--- config.mk ---
export PLATFORM = sky130hd
export DESIGN_NAME = sram_ctrl
export DESIGN_NICKNAME = d
export VERILOG_FILES = /design/src/rtl/sram_ctrl.sv
export SDC_FILE = /design/constraint.sdc
export NUM_CORES = 1
export LEC_CHECK = 0
export CORE_MARGIN = 4
export CORE_UTILIZATION = 46
export CTS_BUF_LIST = sky130_fd_sc_hd__clkbuf_8
export DETAILED_ROUTE_END_ITERATION = 10
export PLACE_DENSITY = 0.87
export SKIP_LAST_GASP = 1
export SLEW_MARGIN = 30
export SYNTH_ARGS = -nofsm -noshare
export SYNTH_HDL_FRONTEND = slang
export SYNTH_SLANG_ARGS = --single-unit
--- constraint.sdc ---
create_clock -name clk -period 2.2 [get_ports clk]
set_input_delay 0.44 -clock clk [delete_from_list [all_inputs] [get_ports clk]]
set_output_delay 0.44 -clock clk [all_outputs]
set_load 0.005 [all_outputs]
--- src/rtl/sram_ctrl.sv ---
// sram_ctrl: single-word valid/ready front end for a 256K x 16 asynchronous SRAM.
// Every SRAM-side signal and every response signal is driven straight from a register.
module sram_ctrl #(
    parameter int ADDR_W = 18,
    parameter int DATA_W = 16,
    parameter int RD_CYC = 2,
    parameter int WR_CYC = 2
) (
    input  logic              clk,
    input  logic              rst,
    input  logic              req_valid,
    output logic              req_ready,
    input  logic              req_we,
    input  logic [ADDR_W-1:0] req_addr,
    input  logic [DATA_W-1:0] req_wdata,
    input  logic [1:0]        req_be,
    output logic              rsp_valid,
    output logic [DATA_W-1:0] rsp_rdata,
    output logic [ADDR_W-1:0] sram_a,
    output logic [DATA_W-1:0] sram_dq_o,
    output logic              sram_dq_oe,
    input  logic [DATA_W-1:0] sram_dq_i,
    output logic              sram_ce_n,
    output logic              sram_oe_n,
    output logic              sram_we_n,
    output logic              sram_lb_n,
    output logic              sram_ub_n
);

    localparam int LANE    = DATA_W / 2;
    localparam int CNT_MAX = (RD_CYC > WR_CYC) ? RD_CYC : WR_CYC;
    localparam int CNT_W   = $clog2(CNT_MAX + 1);

    if (RD_CYC < 1) begin : g_bad_rd_cyc
        $error("sram_ctrl: RD_CYC must be >= 1");
    end
    if (WR_CYC < 1) begin : g_bad_wr_cyc
        $error("sram_ctrl: WR_CYC must be >= 1");
    end
    if ((DATA_W % 2) != 0) begin : g_bad_data_w
        $error("sram_ctrl: DATA_W must be even (two byte lanes)");
    end

    typedef enum logic [2:0] {
        S_IDLE,
        S_RD,
        S_RD_END,
        S_TURN,
        S_WR_SETUP,
        S_WR_PULSE,
        S_WR_HOLD
    } state_t;

    state_t            r_state, w_state;
    logic [CNT_W-1:0]  r_cnt, w_cnt;
    logic              r_ready, w_ready;
    logic              r_rsp_valid, w_rsp_valid;
    logic [DATA_W-1:0] r_rdata, w_rdata;
    logic [ADDR_W-1:0] r_a, w_a;
    logic [DATA_W-1:0] r_dq_o, w_dq_o;
    logic              r_dq_oe, w_dq_oe;
    logic              r_ce_n, w_ce_n;
    logic              r_oe_n, w_oe_n;
    logic              r_we_n, w_we_n;
    logic              r_lb_n, w_lb_n;
    logic              r_ub_n, w_ub_n;
    logic [DATA_W-1:0] w_lane_mask;

    assign w_lane_mask = {{LANE{~r_ub_n}}, {LANE{~r_lb_n}}};

    // Next-state and next-output logic; outputs are computed here and registered below
    // so no input reaches a pad without passing through a flop.
    always_comb begin
        w_state     = r_state;
        w_cnt       = r_cnt;
        w_rsp_valid = 1'b0;
        w_rdata     = r_rdata;
        w_a         = r_a;
        w_dq_o      = r_dq_o;
        w_dq_oe     = r_dq_oe;
        w_ce_n      = r_ce_n;
        w_oe_n      = r_oe_n;
        w_we_n      = r_we_n;
        w_lb_n      = r_lb_n;
        w_ub_n      = r_ub_n;

        case (r_state)
            S_IDLE: begin
                if (req_valid && r_ready) begin
                    w_a    = req_addr;
                    w_dq_o = req_wdata;
                    w_lb_n = ~req_be[0];
                    w_ub_n = ~req_be[1];
                    w_ce_n = 1'b0;
                    w_cnt  = CNT_W'(1);
                    if (req_we) begin
                        w_state = S_WR_SETUP;
                        w_dq_oe = 1'b1;
                        w_we_n  = 1'b1;
                    end else begin
                        w_state = S_RD;
                        w_oe_n  = 1'b0;
                    end
                end
            end
            S_RD: begin
                if (r_cnt == CNT_W'(RD_CYC)) begin
                    w_state     = S_RD_END;
                    w_ce_n      = 1'b1;
                    w_oe_n      = 1'b1;
                    w_rsp_valid = 1'b1;
                    w_rdata     = sram_dq_i & w_lane_mask;
                end else begin
                    w_cnt = r_cnt + CNT_W'(1);
                end
            end
            S_RD_END: begin
                w_state = S_TURN;
            end
            S_TURN: begin
                w_state = S_IDLE;
            end
            S_WR_SETUP: begin
                w_state = S_WR_PULSE;
                w_we_n  = 1'b0;
                w_cnt   = CNT_W'(1);
            end
            S_WR_PULSE: begin
                if (r_cnt == CNT_W'(WR_CYC)) begin
                    w_state = S_WR_HOLD;
                    w_we_n  = 1'b1;
                end else begin
                    w_cnt = r_cnt + CNT_W'(1);
                end
            end
            S_WR_HOLD: begin
                w_state = S_IDLE;
                w_ce_n  = 1'b1;
                w_dq_oe = 1'b0;
            end
            default: begin
                w_state = S_IDLE;
            end
        endcase

        w_ready = (w_state == S_IDLE);
    end

    // State and output registers with synchronous reset to the idle/deasserted values.
    always_ff @(posedge clk) begin
        if (rst) begin
            r_state     <= S_IDLE;
            r_cnt       <= '0;
            r_ready     <= 1'b0;
            r_rsp_valid <= 1'b0;
            r_rdata     <= '0;
            r_a         <= '0;
            r_dq_o      <= '0;
            r_dq_oe     <= 1'b0;
            r_ce_n      <= 1'b1;
            r_oe_n      <= 1'b1;
            r_we_n      <= 1'b1;
            r_lb_n      <= 1'b1;
            r_ub_n      <= 1'b1;
        end else begin
            r_state     <= w_state;
            r_cnt       <= w_cnt;
            r_ready     <= w_ready;
            r_rsp_valid <= w_rsp_valid;
            r_rdata     <= w_rdata;
            r_a         <= w_a;
            r_dq_o      <= w_dq_o;
            r_dq_oe     <= w_dq_oe;
            r_ce_n      <= w_ce_n;
            r_oe_n      <= w_oe_n;
            r_we_n      <= w_we_n;
            r_lb_n      <= w_lb_n;
            r_ub_n      <= w_ub_n;
        end
    end

    assign req_ready  = r_ready;
    assign rsp_valid  = r_rsp_valid;
    assign rsp_rdata  = r_rdata;
    assign sram_a     = r_a;
    assign sram_dq_o  = r_dq_o;
    assign sram_dq_oe = r_dq_oe;
    assign sram_ce_n  = r_ce_n;
    assign sram_oe_n  = r_oe_n;
    assign sram_we_n  = r_we_n;
    assign sram_lb_n  = r_lb_n;
    assign sram_ub_n  = r_ub_n;

endmodule

==> flow_summary.toml <==
[outcome]
outcome = "finished clean"

[floorplan]
rows = 26
dieHeight_um = 82.3
die_area_um2 = 6780
io_pins = 114
start_util_pct = 48.5
design.core.area_um2 = 5240
die_w_um = 82.3

[placement]
numPortBuffers = 113
gp_congestion = 0.724
placedCellCount = 426
hpwl_um = 4520
post-place-ws_ns = 0.227
postPlaceCellArea_um2 = 3680

[timing]
fin_ws_ns = 0.449
rsz0062_at_grt = "false"
setup_tns_ns = 0
worst_pin_slew_ns = 0.456
relSlewSlack_pct = 69.6
setup_viol = 0
maxSlewViolCount = 0
fmax_mhz = 571
holdWs_ns = 0.452
period_minus_slack_ns = 1.75
post-route-period-util_pct = 79.6
hold_viol = 0
fin_skew_ns = 0.00950

[global_routing]
grt-ovfl-total = 0
grt_use_met2_pct = 28.2
grt_pass1_vias = 2117
antenna_found_initial = 0
grt-busiest-layer = "met2"
grt.met1_usage_pct = 21.4
met3_usage_pct = 8.79
grt_pass1_wl_um = 9420
track_usage_pct = 18.6
grt_max_degree = 56

[clock_network]
root_buffer = "clkbuf_8"
clk_pin_slew_ns = 0.07
cts_tree = "done"
cts.path.max_buffers = 2
numCtsBuffers = 9
cts_sinks = 63
post-cts-setup-buffers = 0
cts_max_level = 3
clkLatencyLatePin_ns = 0.35
cts-resized-gates = 0
ctsHoldBuffers = 0

[cells_and_area]
filler_cell_count = 391
layout.area.seq_um2 = 1260
stdcell_count = 442
multi_input_area_um2 = 1120
fin_nets = 424
antennaDiodeCount = 0
finalInstanceArea_um2 = 3880
drive_gt1_share_pct = 8.06
syn_to_final_growth_pct = 52.5

[setup_path]
crit_slowest_cell = "clkdlybuf4s50_1"
cp.arrival_ns = 1.31
critical-path-max-stage-delay_ns = 0.54
crit_required_ns = 1.76
crit_family = "buffers and inverters"
crit_path_start_kind = "register"
critPathKind = "reg -> out"
crit_chain = "clkdlybuf4s50_1"
worstSetupEndpointType = "output port"
critPathMaxFanout = 4
timing.critical_path.buf_inv = 1

[routing]
dr.pass1.iters = 4
routed_wl_um = 6180
drc = 0
drtIter0Drc = 120
final_antenna_net_count = 0
via_count = 2172
via_per_inst = 4.91
wl_per_cell_um = 14.0

[logic_synthesis]
yosys_warnings = 0
synth_top_family_by_area = "simple AND/OR/NAND/NOR gates"
synth_xor_area_share_pct = 0
muxShareOfSynthArea_pct = 14.2
ys_types = 41
synth_nets = 313
synthTopCellsByArea = "dfxtp_1 (50%), mux2i_1 (14%), nand2_1 (11%)"
ys_seq_area_share_pct = 49.6
avgSynthCellArea_um2 = 9.93
synth_compound_area_share_pct = 9.45
post-synth-top-area-fraction_pct = 49.6
synth_simple_gate_area_share_pct = 19.8
synth-adder-area-share_pct = 0.492
ys_seq_elements = 63
netlist_instances = 256
yosys.area.top_type = "dfxtp_1"
syn_area_um2 = 2540

[power]
seqPwrFrac_pct = 46.9
p_clk_share_pct = 37.9
p_switching_mw = 0.670
leakage_nw = 1.47
ir_drop_uv = 541
p_int_mw = 1.97
powerDensity_nw_per_um2 = 682
pwr-share-comb_pct = 15.2
switching_share_pct = 25.3

[worst_hold_path]
hold_class = "reg -> reg"

[flow_run]
cap_violations = 0
==> power by group through the flow <==
| stage | clock network (mW) | logic, mW | registers [mW] |
|---|---|---|---|
| 2_1_floorplan | 0 | 0.194 | 1.26 |
| 5_1_grt | 1.06 | 0.435 | 1.25 |
| 4_1_cts | 1.02 | 0.405 | 1.24 |
| 3_3_place_gp | 0 | 0.395 | 1.26 |
| 6_report | 1.00 | 0.401 | 1.24 |
| 3_5_place_dp | 0 | 0.403 | 1.26 |
==> cells in the mapped netlist (all sizes together) <==
cell type  count
o211ai         1
nor3           4
o21a           1
or3            1
nor3b          2
a211o          1
nor2b          2
and4bb         1
a211oi         1
nand2         73
clkbuf         7
o21ai          3
nand4bb        1
and2           2
a21o           1
and3b          2
ha             1
nand2b         1
nor2           9
nand3b         1
a31oi          1
nand4          1
inv            5
o211a          1
a22o          15
mux2i         36
nand3          2
buf           11
a21oi          4
a311o          1
dfxtp         63
a31o           1
==> sequential cells by signal (all words and copies together) (netlist names) <==
register	flops
sram_a	18
rsp_rdata	16
sram_dq_o	16
r_state	3
r_cnt	2
req_ready	1
rsp_valid	1
sram_ce_n	1
sram_dq_oe	1
sram_lb_n	1
sram_oe_n	1
sram_ub_n	1
sram_we_n	1
==> worst min-delay path: stages (launching register included) <==
cell and delay, ns:
dfxtp_1 0.31, nand2_1 0.05, a21oi_1 0.05
==> cell usage in the layout, fill, tap and decap left out, types with 2 or more instances in the layout <==
master           instances
buf_12                   2
nand3_1                  2
clkdlybuf4s50_1        113
o21ai_0                  2
and2_1                   2
a21oi_1                  4
nor2_4                   2
inv_1                    4
nor2_1                   7
nor3b_1                  2
clkinv_4                 3
nor3_4                   2
clkbuf_8                 9
nor3_1                   2
buf_4                    3
dfxtp_1                 63
a22o_1                  15
mux2i_1                 36
clkinv_2                 2
nor2b_1                  2
nand2_1                 73
==> final cells by class <==
cell class	count	area share, %
Multi-Input combinational cell	170	28.8
Clock buffer	9	3.20
Sequential cell	63	32.5
Inverter	5	0.484
Tap cell	70	2.26
Clock inverter	7	1.90
Timing Repair Buffer	118	30.8
==> per-stage QoR <==
step / total power [mW] / util, %
2_1_floorplan: 1.45 / -
3_3_place_gp: 1.66 / 70.2
3_5_place_dp: 1.67 / 70.2
4_1_cts: 2.67 / 74.0
5_1_grt: 2.74 / 74.0
6_report: 2.64 / 74.0
==> metal layers <==
metal	up-vias	part of all wire [%]
met5	-	0
met4	0	1.9
met3	11	13
met2	94	44
met1	981	41
li1	1086	-
==> logic make-up (layout without fill, tap and decap cells) <==
family,Yosys count,count (layout)
flops,63,63
buf+inv,23,139
simple gates,102,102
fa+ha+maj,1,1
compound gates,31,31
mux,36,36
==> final timing paths <==
kind | from | end | slack (ns) | cells after the start
worst max-delay path | sram_ub_n | sram_ub_n | 0.45 | 1
worst max register to register | r_cnt[0] | rsp_rdata[8] | 0.70 | 5
worst min-delay path | rsp_rdata[15] | rsp_rdata[15] | 0.45 | 2
worst min register to register | rsp_rdata[15] | rsp_rdata[15] | 0.45 | 2
Note: power is estimated with default switching activity, not from simulation.
